===== config.mk =====
export PLATFORM = sky130hd
export DESIGN_NAME = viterbi_hd_decoder
export DESIGN_NICKNAME = d
export VERILOG_FILES = /design/src/rtl/viterbi_pkg.sv /design/src/rtl/viterbi_acs.sv /design/src/rtl/viterbi_hd_decoder.sv
export SDC_FILE = /design/constraint.sdc
export NUM_CORES = 1
export LEC_CHECK = 0
export CAP_MARGIN = 20
export CORE_ASPECT_RATIO = 2
export CORE_MARGIN = 3
export CORE_UTILIZATION = 45
export CTS_BUF_LIST = sky130_fd_sc_hd__clkbuf_4 sky130_fd_sc_hd__clkbuf_8
export CTS_CLUSTER_DIAMETER = 100
export DETAILED_ROUTE_END_ITERATION = 10
export SLEW_MARGIN = 15
export SYNTH_ARGS = -nofsm -noshare
export SYNTH_HDL_FRONTEND = slang
export SYNTH_SLANG_ARGS = --single-unit

===== constraint.sdc =====
create_clock -name clk -period 6.5 [get_ports clk]
set_clock_uncertainty 0.05 [all_clocks]
set_input_delay 0.65 -clock clk [delete_from_list [all_inputs] [get_ports clk]]
set_output_delay 0.65 -clock clk [all_outputs]
set_load 0.01 [all_outputs]

===== src/rtl/viterbi_pkg.sv =====
// Shared definitions for the rate-1/2 K=3 (7,5) convolutional encoder/decoder pair.
package viterbi_pkg;
   localparam int K          = 3;
   localparam int NUM_STATES = 4;
   localparam logic [2:0] G1 = 3'b111;
   localparam logic [2:0] G0 = 3'b101;

   // {s1,s0}; s1 is the most recent input bit
   typedef logic [1:0] state_t;

   function automatic logic [1:0] exp_sym(input state_t s, input logic u);
      logic [2:0] r;
      r = {u, s};
      return {^(r & G1), ^(r & G0)};
   endfunction

   function automatic logic [1:0] hamming(input logic [1:0] a, input logic [1:0] b);
      logic [1:0] d;
      d = a ^ b;
      return {d[1] & d[0], d[1] ^ d[0]};
   endfunction
endpackage


===== src/rtl/viterbi_acs.sv =====
// Add-compare-select for one trellis state; ties favour predecessor 0.
module viterbi_acs #(
   parameter int PM_W = 5
) (
   input  logic [PM_W-1:0] pm0,
   input  logic [PM_W-1:0] pm1,
   input  logic [1:0]      bm0,
   input  logic [1:0]      bm1,
   output logic [PM_W-1:0] pm_new,
   output logic            dec
);
   logic [PM_W-1:0] c0, c1;

   // metric spread is bounded, so the sums never wrap at PM_W bits
   assign c0     = pm0 + PM_W'(bm0);
   assign c1     = pm1 + PM_W'(bm1);
   assign dec    = (c1 < c0);
   assign pm_new = dec ? c1 : c0;
endmodule


===== src/rtl/viterbi_hd_decoder.sv =====
// Hard-decision Viterbi decoder, K=3 rate-1/2, register-exchange survivors.
// Define VITERBI_PM_OUT_EN to expose the registered normalized best path metric.
module viterbi_hd_decoder
   import viterbi_pkg::*;
#(
   parameter int TB_DEPTH = 16,
   parameter int PM_W     = 5
) (
   input  logic            clk,
   input  logic            rst,
   input  logic            in_valid,
   input  logic [1:0]      y,
   output logic            out_valid,
   output logic            out_bit
`ifdef VITERBI_PM_OUT_EN
   ,
   output logic [PM_W-1:0] best_pm
`endif
);
   localparam int CNT_W = $clog2(TB_DEPTH);

   logic [NUM_STATES-1:0][PM_W-1:0]     pm, pm_acs, pm_nxt;
   // only D-1 bits are stored: the oldest bit of new_surv is consumed immediately
   logic [NUM_STATES-1:0][TB_DEPTH-2:0] surv;
   logic [NUM_STATES-1:0][TB_DEPTH-1:0] surv_nxt;
   logic [NUM_STATES-1:0]               dec;
   logic [CNT_W-1:0]                    cnt;
   logic                                all_msb;
   state_t                              best;
   logic [PM_W-1:0]                     best_val;

   for (genvar ns = 0; ns < NUM_STATES; ns++) begin : g_acs
      localparam int   P0 = 2 * (ns % 2);
      localparam int   P1 = P0 + 1;
      localparam logic U  = ((ns / 2) != 0);
      logic [1:0] bm0, bm1;

      assign bm0 = hamming(y, exp_sym(state_t'(P0), U));
      assign bm1 = hamming(y, exp_sym(state_t'(P1), U));

      viterbi_acs #(.PM_W(PM_W)) u_acs (
         .pm0    (pm[P0]),
         .pm1    (pm[P1]),
         .bm0    (bm0),
         .bm1    (bm1),
         .pm_new (pm_acs[ns]),
         .dec    (dec[ns])
      );

      assign surv_nxt[ns] = {(dec[ns] ? surv[P1] : surv[P0]), U};
   end

   always_comb begin
      all_msb = 1'b1;
      for (int i = 0; i < NUM_STATES; i++) all_msb = all_msb & pm_acs[i][PM_W-1];
      pm_nxt = pm_acs;
      if (all_msb)
         for (int i = 0; i < NUM_STATES; i++) pm_nxt[i][PM_W-1] = 1'b0;
      best     = '0;
      best_val = pm_nxt[0];
      for (int i = 1; i < NUM_STATES; i++) begin
         if (pm_nxt[i] < best_val) begin
            best     = state_t'(i);
            best_val = pm_nxt[i];
         end
      end
   end

   always_ff @(posedge clk or posedge rst) begin
      if (rst) begin
         for (int i = 0; i < NUM_STATES; i++) pm[i] <= (i == 0) ? '0 : PM_W'(4);
         surv      <= '0;
         cnt       <= '0;
         out_valid <= 1'b0;
         out_bit   <= 1'b0;
`ifdef VITERBI_PM_OUT_EN
         best_pm   <= '0;
`endif
      end else begin
         out_valid <= 1'b0;
         if (in_valid) begin
            pm <= pm_nxt;
            for (int i = 0; i < NUM_STATES; i++) surv[i] <= surv_nxt[i][TB_DEPTH-2:0];
            if (cnt != CNT_W'(TB_DEPTH-1)) cnt <= cnt + 1'b1;
            out_valid <= (cnt == CNT_W'(TB_DEPTH-1));
            out_bit   <= surv_nxt[best][TB_DEPTH-1];
`ifdef VITERBI_PM_OUT_EN
            best_pm   <= best_val;
`endif
         end
      end
   end
endmodule


==> impl_metrics.py, run 1 <==
metrics = {
    "clock_network": {
        "max-clock-path-buffers": 2,
        "clkSinkCount": 81,
        "cts_tree": "done",
        "numCtsBuffers": 9,
        "cts-root-buf": "clkbuf_8",
        "clkSlewWorstSetupHoldPaths_ps": 100,
        "cts.hold.buffers_added": 0,
        "clock_latency_ps": 360,
        "cts_max_level": 3,
    },
    "timing": {
        "worst_pin_slew_ps": 829.3,
        "fmax_mhz": 151.3,
        "rsz0062_at_grt": "yes",
        "finalHoldViolations": 0,
        "slew_headroom": 0.4413,
        "fin_hold_ws_ps": 439.3,
        "slew_violations": 0,
        "fin_crit_ps": 6610,
        "worst_slack_ps": -110.4,
        "tns_ps": -110.4,
        "finalSetupViolations": 1,
        "fin_crit_sh": 1.017,
    },
    "yosys": {
        "yosys_warnings": 0,
        "muxShareOfSynthArea": 0.1487,
        "synth_compound_area_frac": 0.1708,
        "synth-xor-area-share": 0.05525,
        "netlist_area_sq_mm": 0.005639,
        "seq_area_frac_synth": 0.3601,
        "synth_fp_nets": 652,
        "synth_cell_type_count": 70,
        "synth_edf_count": 0,
        "synth-simple-area-share": 0.1094,
        "synth_seq_cells": 81,
        "synth_top_family_by_area": "compound AO/OA/AOI/OAI gates",
        "synthArstFlopShare": 1.000,
        "synthAdderAreaFrac": 0.1038,
        "synth_flop_cell": "dfrtp_1",
        "netlist_instances": 602,
        "postSynthAreaPerCell_sq_um": 9.367,
    },
    "critical_path": {
        "required_ps": 6680,
        "cp_top_family": "compound AO/OA/AOI/OAI gates",
        "start_kind": "primary input",
        "crit_start": "y[0]",
        "r2r_start": "pm[6]$_DFFE_PP0P_",
        "cp_slowest_cell": "or3_4",
        "critPathMostFrequentCell": "ha_4",
        "crit_path_end_kind": "flop",
        "crit_fanout": 7,
        "cp_data_arrival_time_ps": 6790,
        "crit_type": "primary input to flop",
        "path_buf_inv": 4,
        "reg2reg_slack_ps": 230,
        "critPathMaxStageDelay_ps": 450,
    },
    "final_layout": {
        "fillers": 1053,
        "layout_common_cells": "103 x buf_4, 78 x dfrtp_1, 69 x a21oi_1, 69 x nor2_1, 58 x mux2i_1",
        "fin_nets": 747,
        "fin_util": 0.5919,
        "stdcell_count": 849,
        "layout_commonest_cell": "buf_4",
        "syn_to_final_growth_pct": 28.00,
        "n_antenna_cell": 0,
        "drive_gt1_frac": 0.3134,
    },
    "placed_design": {
        "dp_cells": 817,
        "hpwl_um": 10750,
        "io_buffer_count": 6,
        "globalplace.congestion": 0.9419,
    },
    "worst_hold_path": {
        "min_from": "surv[45]$_DFFE_PP0P_",
        "hp-class": "flop to flop",
    },
    "floorplanning": {
        "initial_core_util": 0.4624,
        "die_area_sq_mm": 0.01399,
        "io_pins": 7,
        "placementRows": 57,
        "die_w_um": 85.16,
        "die_y_um": 164.3,
        "design.core.area_sq_mm": 0.01220,
    },
    "run": {
        "drv_cap": 0,
    },
    "global_route": {
        "grt_pass1_vias": 4898,
        "met2_usage": 0.4217,
        "grt.total_usage": 0.2179,
        "grt.overflow.total": 0,
        "grt_max_degree": 122,
        "grt_antenna_before_repair": 0,
        "grt_busiest_layer": "met2",
        "grt_pass1_wl_um": 23870,
        "grt.met1_usage": 0.2224,
        "use_met3": 0.02510,
    },
    "routing": {
        "routed_via_density": 5.522,
        "drt-total-wl_um": 15030,
        "num_vias": 4688,
        "dr.pass1.iters": 4,
        "postRouteAntennaNets": 0,
        "drt_iter0_markers": 174,
        "drc_errors": 0,
        "wl_per_cell_um": 17.70,
    },
    "outcome": {
        "status": "finished with violations",
        "failed_checks": "negative setup slack",
    },
}
## repair_timing
action                     CTS  global route
gates resized for setup     22            52
setup endpoints to repair    1             1
setup buffers                8             6
pin swaps                    8            31
## path summary, 6_finish.rpt
path                                        endpoint  depth (start not counted)
worst max-delay path             out_bit$_DFFE_PP0P_                         32
worst min-delay path            surv[45]$_DFFE_PP0P_                          1
worst max register to register   out_bit$_DFFE_PP0P_                         31
worst min register to register  surv[45]$_DFFE_PP0P_                          1
max in group asynchronous          pm[7]$_DFFE_PP1P_                          4
min in group asynchronous       surv[45]$_DFFE_PP0P_                          3
## per-stage QoR
step           worst slack [ps]  area, sq um
2_1_floorplan            -311.1         5737
3_3_place_gp             -820.3         6549
3_5_place_dp             -999.8         6549
4_1_cts                  -92.00         6887
5_1_grt                  -315.8         7218
6_report                 -110.4         7218
## layout make-up
class | instances | area, sq um | area share
inverter | 39 | 157.7 | 0.02184
tap | 147 | 183.9 | 0.02548
timing repair buffer | 116 | 957.2 | 0.1326
sequential | 81 | 2031 | 0.2813
clock buffer | 12 | 152.6 | 0.02115
clock inverter | 4 | 52.55 | 0.007280
multi-input combinational | 450 | 3684 | 0.5103
## flip-flops by register name, summed over array words and instances (netlist names)
signal / count
surv: 55
pm: 20
cnt: 4
out_bit: 1
out_valid: 1
## synthesized netlist by cell type, drive strengths merged (4+ instances only)
master / number / area [sq um]
a21boi: 4 / 30.03
a21o: 4 / 30.03
a21oi: 78 / 409.2
a31oi: 5 / 46.29
buf: 13 / 75.07
clkbuf: 19 / 71.32
dfrtp: 78 / 1952
ha: 45 / 563.0
inv: 39 / 146.4
mux2: 19 / 217.7
mux2i: 62 / 620.6
nand2: 26 / 97.59
nand2b: 6 / 37.54
nand3: 7 / 35.03
nor2: 71 / 266.5
nor2b: 10 / 62.56
o21ai: 27 / 135.1
o22ai: 5 / 31.28
xnor2: 19 / 181.4
xor2: 14 / 130.1
## metal layers
metal / vias to the layer above / wire length (um)
li1: 2297 / -
met1: 2289 / 5469
met2: 68 / 8716
met3: 34 / 218
met4: 0 / 624
met5: - / 0
## cell families (layout without fill, tap and decap cells)
family | count (synthesis) | count (layout)
DFF | 81 | 81
and+or+nand+nor | 136 | 136
xor gates and xnor gates | 33 | 33
muxes | 81 | 81
adders and majority gates | 47 | 47
AOI/OAI and AO/OA | 153 | 153
buffers and inverters | 71 | 171
Power of run 1 is left out: the tool's default activity adds up to more than one toggle a clock period on the data nets, which glitch-free logic cannot reach.
==> run 2, diff against run 1 <==
--- a/config.mk
+++ b/config.mk
@@ -11,6 +11,7 @@
 export CORE_UTILIZATION = 45
 export CTS_BUF_LIST = sky130_fd_sc_hd__clkbuf_4 sky130_fd_sc_hd__clkbuf_8
 export CTS_CLUSTER_DIAMETER = 100
+export CTS_CLUSTER_SIZE = 20
 export DETAILED_ROUTE_END_ITERATION = 10
 export SLEW_MARGIN = 15
 export SYNTH_ARGS = -nofsm -noshare
==> results of run 2 <==
No change in the layout: final DEF, timing and power equal those of run 1.
Power of run 2 is left out for the same reason.
